--- config.mk ---
export PLATFORM = sky130hd
export DESIGN_NAME = zero_reg_flat
export DESIGN_NICKNAME = d
export VERILOG_FILES = /design/src/rtl/zero_reg_if.sv /design/src/rtl/zero_reg.sv /design/src/flat_wrapper.sv
export SDC_FILE = /design/constraint.sdc
export NUM_CORES = 1
export LEC_CHECK = 0
export BUFFER_PORTS_ARGS = -buffer_cell sky130_fd_sc_hd__buf_4
export CAP_MARGIN = 30
export CORE_ASPECT_RATIO = 0.6
export CORE_MARGIN = 10
export CORE_UTILIZATION = 47
export DETAILED_ROUTE_END_ITERATION = 16
export GPL_TIMING_DRIVEN = 0
export PLACE_DENSITY = 0.73
export SLEW_MARGIN = 20
export SYNTH_ARGS = -nofsm -noshare
export SYNTH_HDL_FRONTEND = slang
export SYNTH_SLANG_ARGS = --single-unit
--- constraint.sdc ---
create_clock -name clk_i -period 1.7 [get_ports clk_i]
set_input_delay 0.085 -clock clk_i [delete_from_list [all_inputs] [get_ports clk_i]]
set_output_delay 0.085 -clock clk_i [all_outputs]
set_load 0.02 [all_outputs]
--- src/rtl/zero_reg_if.sv ---
// rtl/zero_reg_if.sv - write-side and status signal bundle for the zero_reg block
interface zero_reg_if #(
  parameter int SIZE  = 8,
  parameter int CNT_W = 16
);
  logic [SIZE-1:0]  din_i;
  logic             wr_en_i;
  logic [SIZE-1:0]  dout_o;
  logic             wr_seen_o;
  logic             wr_nonzero_o;
  logic [CNT_W-1:0] wr_cnt_o;
  logic [SIZE-1:0]  last_wr_data_o;

  modport master (
    output din_i,
    output wr_en_i,
    input  dout_o,
    input  wr_seen_o,
    input  wr_nonzero_o,
    input  wr_cnt_o,
    input  last_wr_data_o
  );

  modport slave (
    input  din_i,
    input  wr_en_i,
    output dout_o,
    output wr_seen_o,
    output wr_nonzero_o,
    output wr_cnt_o,
    output last_wr_data_o
  );
endinterface

--- src/rtl/zero_reg.sv ---
// rtl/zero_reg.sv - hardwired-zero register that discards writes but records write activity
module zero_reg #(
  parameter int SIZE  = 8,
  parameter int CNT_W = 16
) (
  input  logic      clk_i,
  input  logic      rst_n_i,
  zero_reg_if.slave bus
);

  logic             seen_q;
  logic             nonzero_q;
  logic [CNT_W-1:0] cnt_q;
  logic [SIZE-1:0]  last_q;

  // Read data is a constant so nothing on din_i can ever reach it.
  assign bus.dout_o         = '0;
  assign bus.wr_seen_o      = seen_q;
  assign bus.wr_nonzero_o   = nonzero_q;
  assign bus.wr_cnt_o       = cnt_q;
  assign bus.last_wr_data_o = last_q;

  always_ff @(posedge clk_i or negedge rst_n_i) begin
    if (!rst_n_i) begin
      seen_q    <= 1'b0;
      nonzero_q <= 1'b0;
      cnt_q     <= '0;
      last_q    <= '0;
    end else begin
      seen_q <= bus.wr_en_i;
      if (bus.wr_en_i) begin
        last_q <= bus.din_i;
        if (|bus.din_i) begin
          nonzero_q <= 1'b1;
        end
        // Saturate at all-ones instead of wrapping back to zero.
        if (cnt_q != '1) begin
          cnt_q <= cnt_q + CNT_W'(1);
        end
      end
    end
  end

endmodule

--- src/flat_wrapper.sv ---
// flat-port wrapper written by rule: the top's interface ports become plain ports
module zero_reg_flat 
#(
  parameter int SIZE  = 8,
  parameter int CNT_W = 16
)
  (clk_i, rst_n_i, bus_din_i, bus_wr_en_i, bus_dout_o, bus_wr_seen_o, bus_wr_nonzero_o, bus_wr_cnt_o, bus_last_wr_data_o);
  zero_reg_if #(.SIZE(SIZE), .CNT_W(CNT_W)) bus_i ();
  input  logic clk_i;
  input  logic rst_n_i;
  input wire logic [$bits(bus_i.din_i)-1:0] bus_din_i;
  input wire logic [$bits(bus_i.wr_en_i)-1:0] bus_wr_en_i;
  output wire logic [$bits(bus_i.dout_o)-1:0] bus_dout_o;
  output wire logic [$bits(bus_i.wr_seen_o)-1:0] bus_wr_seen_o;
  output wire logic [$bits(bus_i.wr_nonzero_o)-1:0] bus_wr_nonzero_o;
  output wire logic [$bits(bus_i.wr_cnt_o)-1:0] bus_wr_cnt_o;
  output wire logic [$bits(bus_i.last_wr_data_o)-1:0] bus_last_wr_data_o;
  assign bus_i.din_i = bus_din_i;
  assign bus_i.wr_en_i = bus_wr_en_i;
  assign bus_dout_o = bus_i.dout_o;
  assign bus_wr_seen_o = bus_i.wr_seen_o;
  assign bus_wr_nonzero_o = bus_i.wr_nonzero_o;
  assign bus_wr_cnt_o = bus_i.wr_cnt_o;
  assign bus_last_wr_data_o = bus_i.last_wr_data_o;
  zero_reg #(.SIZE(SIZE), .CNT_W(CNT_W)) u_core (.clk_i(clk_i), .rst_n_i(rst_n_i), .bus(bus_i));
endmodule
==> Yosys cells after proc, flatten, opt, wreduce, memory -nomap -nowiden <==
Cells that the tools add are included.
{ "totals": {"reg_bits": 26, "wordCells": 9} }
{ "op_classes": {"addsub": 1, "n_eq_ne": 1, "n_reduce_logical": 3} }
{ "ops": {"columns": ["op", "n"], "rows": [
  ["$add A16 B1 Y16 const B", 1],
  ["$ne A16 B16 Y1 const B", 1],
  ["$reduce_or A8 Y1", 1],
  ["$reduce_and A2 Y1", 2]
]} }

==> Logic depth before layout (Yosys ltp) <==
{ "depth": {"ltp_word": 2, "depth_mapped": 6} }

==> Worst setup path after synthesis <==
OpenSTA, ideal clock, no wires.
{ "synth_timing": {"kind": "flip-flop to flip-flop", "from": "reg u_core.cnt_q[0], in the netlist u_core.bus.wr_cnt_o[0]", "to": "reg u_core.cnt_q[3], in the netlist u_core.bus.wr_cnt_o[3]", "setup_ns": 0.132, "arrival_ns": 1.627, "path_slack_ns": -0.059, "synth_period_minus_slack_ns": 1.759, "t_required_ns": 1.568, "path_stages_with_launch": 7, "path_buffers": 1, "path_cell_list": "dfrtp_1 -> ha_1 -> nand4_1 -> o41a_1 -> buf_2 -> nand4_1 -> xnor2_1"} }
{ "synth_between": {"elab_chain_len": 2} }
{ "synth_rtl": {"columns": ["item", "line", "text"], "rows": [
  ["from (decl)", "zero_reg.sv:13", "logic [CNT_W-1:0] cnt_q;"],
  ["from (signal assigned)", "zero_reg.sv:38", "cnt_q <= cnt_q + CNT_W'(1);"],
  ["parallel branches: the longest is 2 deep, another holds $add A16 B1 Y16", null, null]
]} }
Parallel ways; which one is timed is not known.
A chain may end at the register's enable or synchronous reset.

==> Worst setup path in the final report <==
{ "layout_timing": {"from": "reg u_core.cnt_q[0], in the netlist u_core.bus.wr_cnt_o[0]", "to": "reg u_core.cnt_q[1], in the netlist u_core.bus.wr_cnt_o[1]"} }
Same word-level chain as after synthesis.

==> out/results.ini <==
[run_status]
status = completed

[floorplanning]
fp.dieH_um = 59.02
start_util = 0.4828
coreArea_um2 = 2470
io_pins = 45
die_area_um2 = 5018
row_count = 14
die_x_um = 85.03

[global_route]
grt_max_degree = 27
grt_pass1_vias = 920
grt_overflow = 0
antenna_found_initial = 0
grt_pass1_wl_mm = 4.643
track_usage = 0.1153

[pwr]
p_sw_uw = 641.0
irDropWorstVdd_mv = 0.6320
power_frac_seq = 0.466
combPwrFrac = 0.344
switching_share = 0.3466
p_per_area_nw_per_um2 = 1112
p_total_mw = 1.849
pwr-share-clk = 0.189
p_leak_nw = 0.7627
p_int_mw = 1.208

[clocking]
clkTransAtPathRegs_ns = 0.08
tritoncts = built
clock_latency_ns = 0.27
htreeDepth = 1
cts.sinks = 26
cts_buffers = 3
cts_buffer_depth = 2
clock-root-buffer = clkbuf_8

[setup_path]
reg2regPathDepth = 5
max_stage_delay_ns = 0.42
worstSetupPathType = reg -> reg
cp_cell_sequence = ha_4 -> nand4_1 -> o41a_1 -> buf_4 -> mux2_2
worstPathArrival_ns = 1.82
worstPathRequired_ns = 1.86
slowest_stage = dfrtp_2
critPathMaxFanout = 4
startpoint_type = flip-flop
end_kind = flip-flop

[placement]
gp_congestion = 0.8019
portBuffers = 36
dp.final_hpwl_mm = 2.210
dp_slack_ns = -0.08673
dp.cells = 178
placed_cell_area_um2 = 1531

[min_path]
whs_path_depth = 2
hold_class = in -> reg

[route]
drt_first_iter_violations = 46
ant_nets = 0
num_vias = 960
viasPerCell = 5.053
drt-total-wl_mm = 2.940
routedWlPerCell_um = 15.47
drcViolationCount = 0
dr.pass1.iters = 4

[finish]
antenna_cells = 0
fillers = 204
drive_above_1_share = 0.4367
fin_util = 0.6733
multi_input_area_um2 = 511.7
nets = 171
stdcell_count = 190
area_growth_pct = 39.45
regArea_um2 = 655.6
stdcell_area_um2 = 1663

[yosys]
ys_seq_area_frac = 0.5456
synthCells = 103
synthAdderAreaFrac = 0.01049
synth_compound_area_frac = 0.02728
syn_avg_cell_area_um2 = 11.58
ys.flop_type = dfrtp_1
synth-seq-cells = 26
synth_top_family_by_area = simple AND/OR/NAND/NOR gates
synth_area_um2 = 1192
synth_xor_area_frac = 0.09549
ys_warn_count = 0
synth.distinct_cells = 21
synth_edf_count = 0
muxShareOfSynthArea = 0.09444
yosys.area_share.simple = 0.1658
async_flop_share = 1.000

[timing]
timing_hold_violations_final = 0
tightest_slew_ns = 0.5093
worst_slack_ns = 0.04065
finalHoldWorstSlack_ns = 0.05248
maxSlewHeadroom = 0.6605
timing.fmax_mhz = 602.6
maxSlewViolCount = 0
setup_viol = 0
period_needed_ns = 1.659
finClkSkew_ns = 0.001881
timing.final.crit_share = 0.9761
fin_setup_tns_ns = 0

[flow_run]
drv_cap = 0

cell usage after synthesis (all sizes together) (2+ instances only):
cell type,number,share of area
nor2,3,0.0094
xor2,2,0.015
nand3,7,0.029
xnor2,11,0.081
dfrtp,26,0.55
nor4,3,0.016
and3,3,0.016
mux2,10,0.094
nand4,9,0.047
buf,9,0.055
nand2,9,0.028
nor3,3,0.013
path summary, 6_finish.rpt:
check                                   startpoint                           end  slack [ns]
setup / recovery            u_core.bus.wr_cnt_o[0]        u_core.bus.wr_cnt_o[1]        0.04
hold / removal                        bus_din_i[1]  u_core.bus.last_wr_data_o[1]        0.05
setup reg to reg            u_core.bus.wr_cnt_o[0]        u_core.bus.wr_cnt_o[1]        0.04
hold reg to reg            u_core.bus.wr_nonzero_o       u_core.bus.wr_nonzero_o        0.46
max in group asynchronous                  rst_n_i        u_core.bus.wr_cnt_o[1]        1.17
min in group asynchronous                  rst_n_i  u_core.bus.last_wr_data_o[3]        0.27
registers in the layout, indices dropped and copies added, names as in the netlist:
name,flops
u_core.bus.last_wr_data_o,8
u_core.bus.wr_seen_o,1
u_core.bus.wr_cnt_o,16
u_core.bus.wr_nonzero_o,1
power groups by stage:
stage | clock [mW] | combinational [mW] | sequential, mW
2_1_floorplan | 0 | 0.197 | 0.967
3_3_place_gp | 0 | 0.540 | 0.859
3_5_place_dp | 0 | 0.549 | 0.866
4_1_cts | 0.360 | 0.555 | 0.853
5_1_grt | 0.389 | 0.687 | 0.880
6_report | 0.350 | 0.637 | 0.862
worst max-delay path, delay by kind of cell (launching register included):
kind	cells	cell delay, ns
flip-flops	1	0.42
AND/OR/NAND/NOR	1	0.12
buffers and inverters	1	0.16
multiplexers	1	0.26
AO/OA/AOI/OAI	1	0.42
adder cells (fa/ha/maj)	1	0.16
placed cells by master (no fill, tap or decap):
cell	instances
ha_4	1
nor3_1	3
o2111ai_1	1
clkbuf_1	2
xor2_1	2
a21o_1	1
mux2_2	10
nor4_1	3
nand3_1	7
buf_4	50
clkbuf_8	3
o41a_1	1
nor2_1	3
nand2_1	9
and3_1	3
and4_1	1
o21ai_0	1
buf_6	1
dfrtp_1	22
conb_1	8
dfrtp_2	4
xnor2_1	11
dlygate4sd3_1	2
nand4_1	9
repair_timing:
action / 4_1_cts / 5_1_grt
resized for setup: 1 / 6
setup endpoints to repair: 10 / 11
buffers inserted: 2 / 4
pin swaps: 2 / 2
hold buffers: 2 / 0
endpoints found under the hold margin: 27 / 0
area by class of cell:
cell class                      count  area share
Buffer                             10     0.04515
Multi-Input combinational cell     74      0.3078
Tap cell                           32     0.02408
Timing Repair Buffer               44      0.2017
Sequential cell                    26      0.3943
Clock buffer                        4     0.02709
kinds of logic after synthesis:
family | count (synthesis)
other | 1
xor gates and xnor gates | 13
AOI/OAI and AO/OA | 4
buffers and inverters | 10
and+or+nand+nor | 38
DFF | 26
muxes | 10
adders and majority gates | 1
per-layer routing:
| metal | vias up | share of wire | global-route usage | wire, µm |
|---|---|---|---|---|
| met1 | 457 | 0.44 | 0.1484 | 1285 |
| met5 | - | 0 | 0 | 0 |
| met2 | 33 | 0.46 | 0.1713 | 1354 |
| met4 | 0 | 0.014 | 0.03505 | 40 |
| met3 | 4 | 0.088 | 0.04945 | 259 |
| li1 | 466 | - | - | - |
Note: power is estimated with default switching activity, not from simulation.
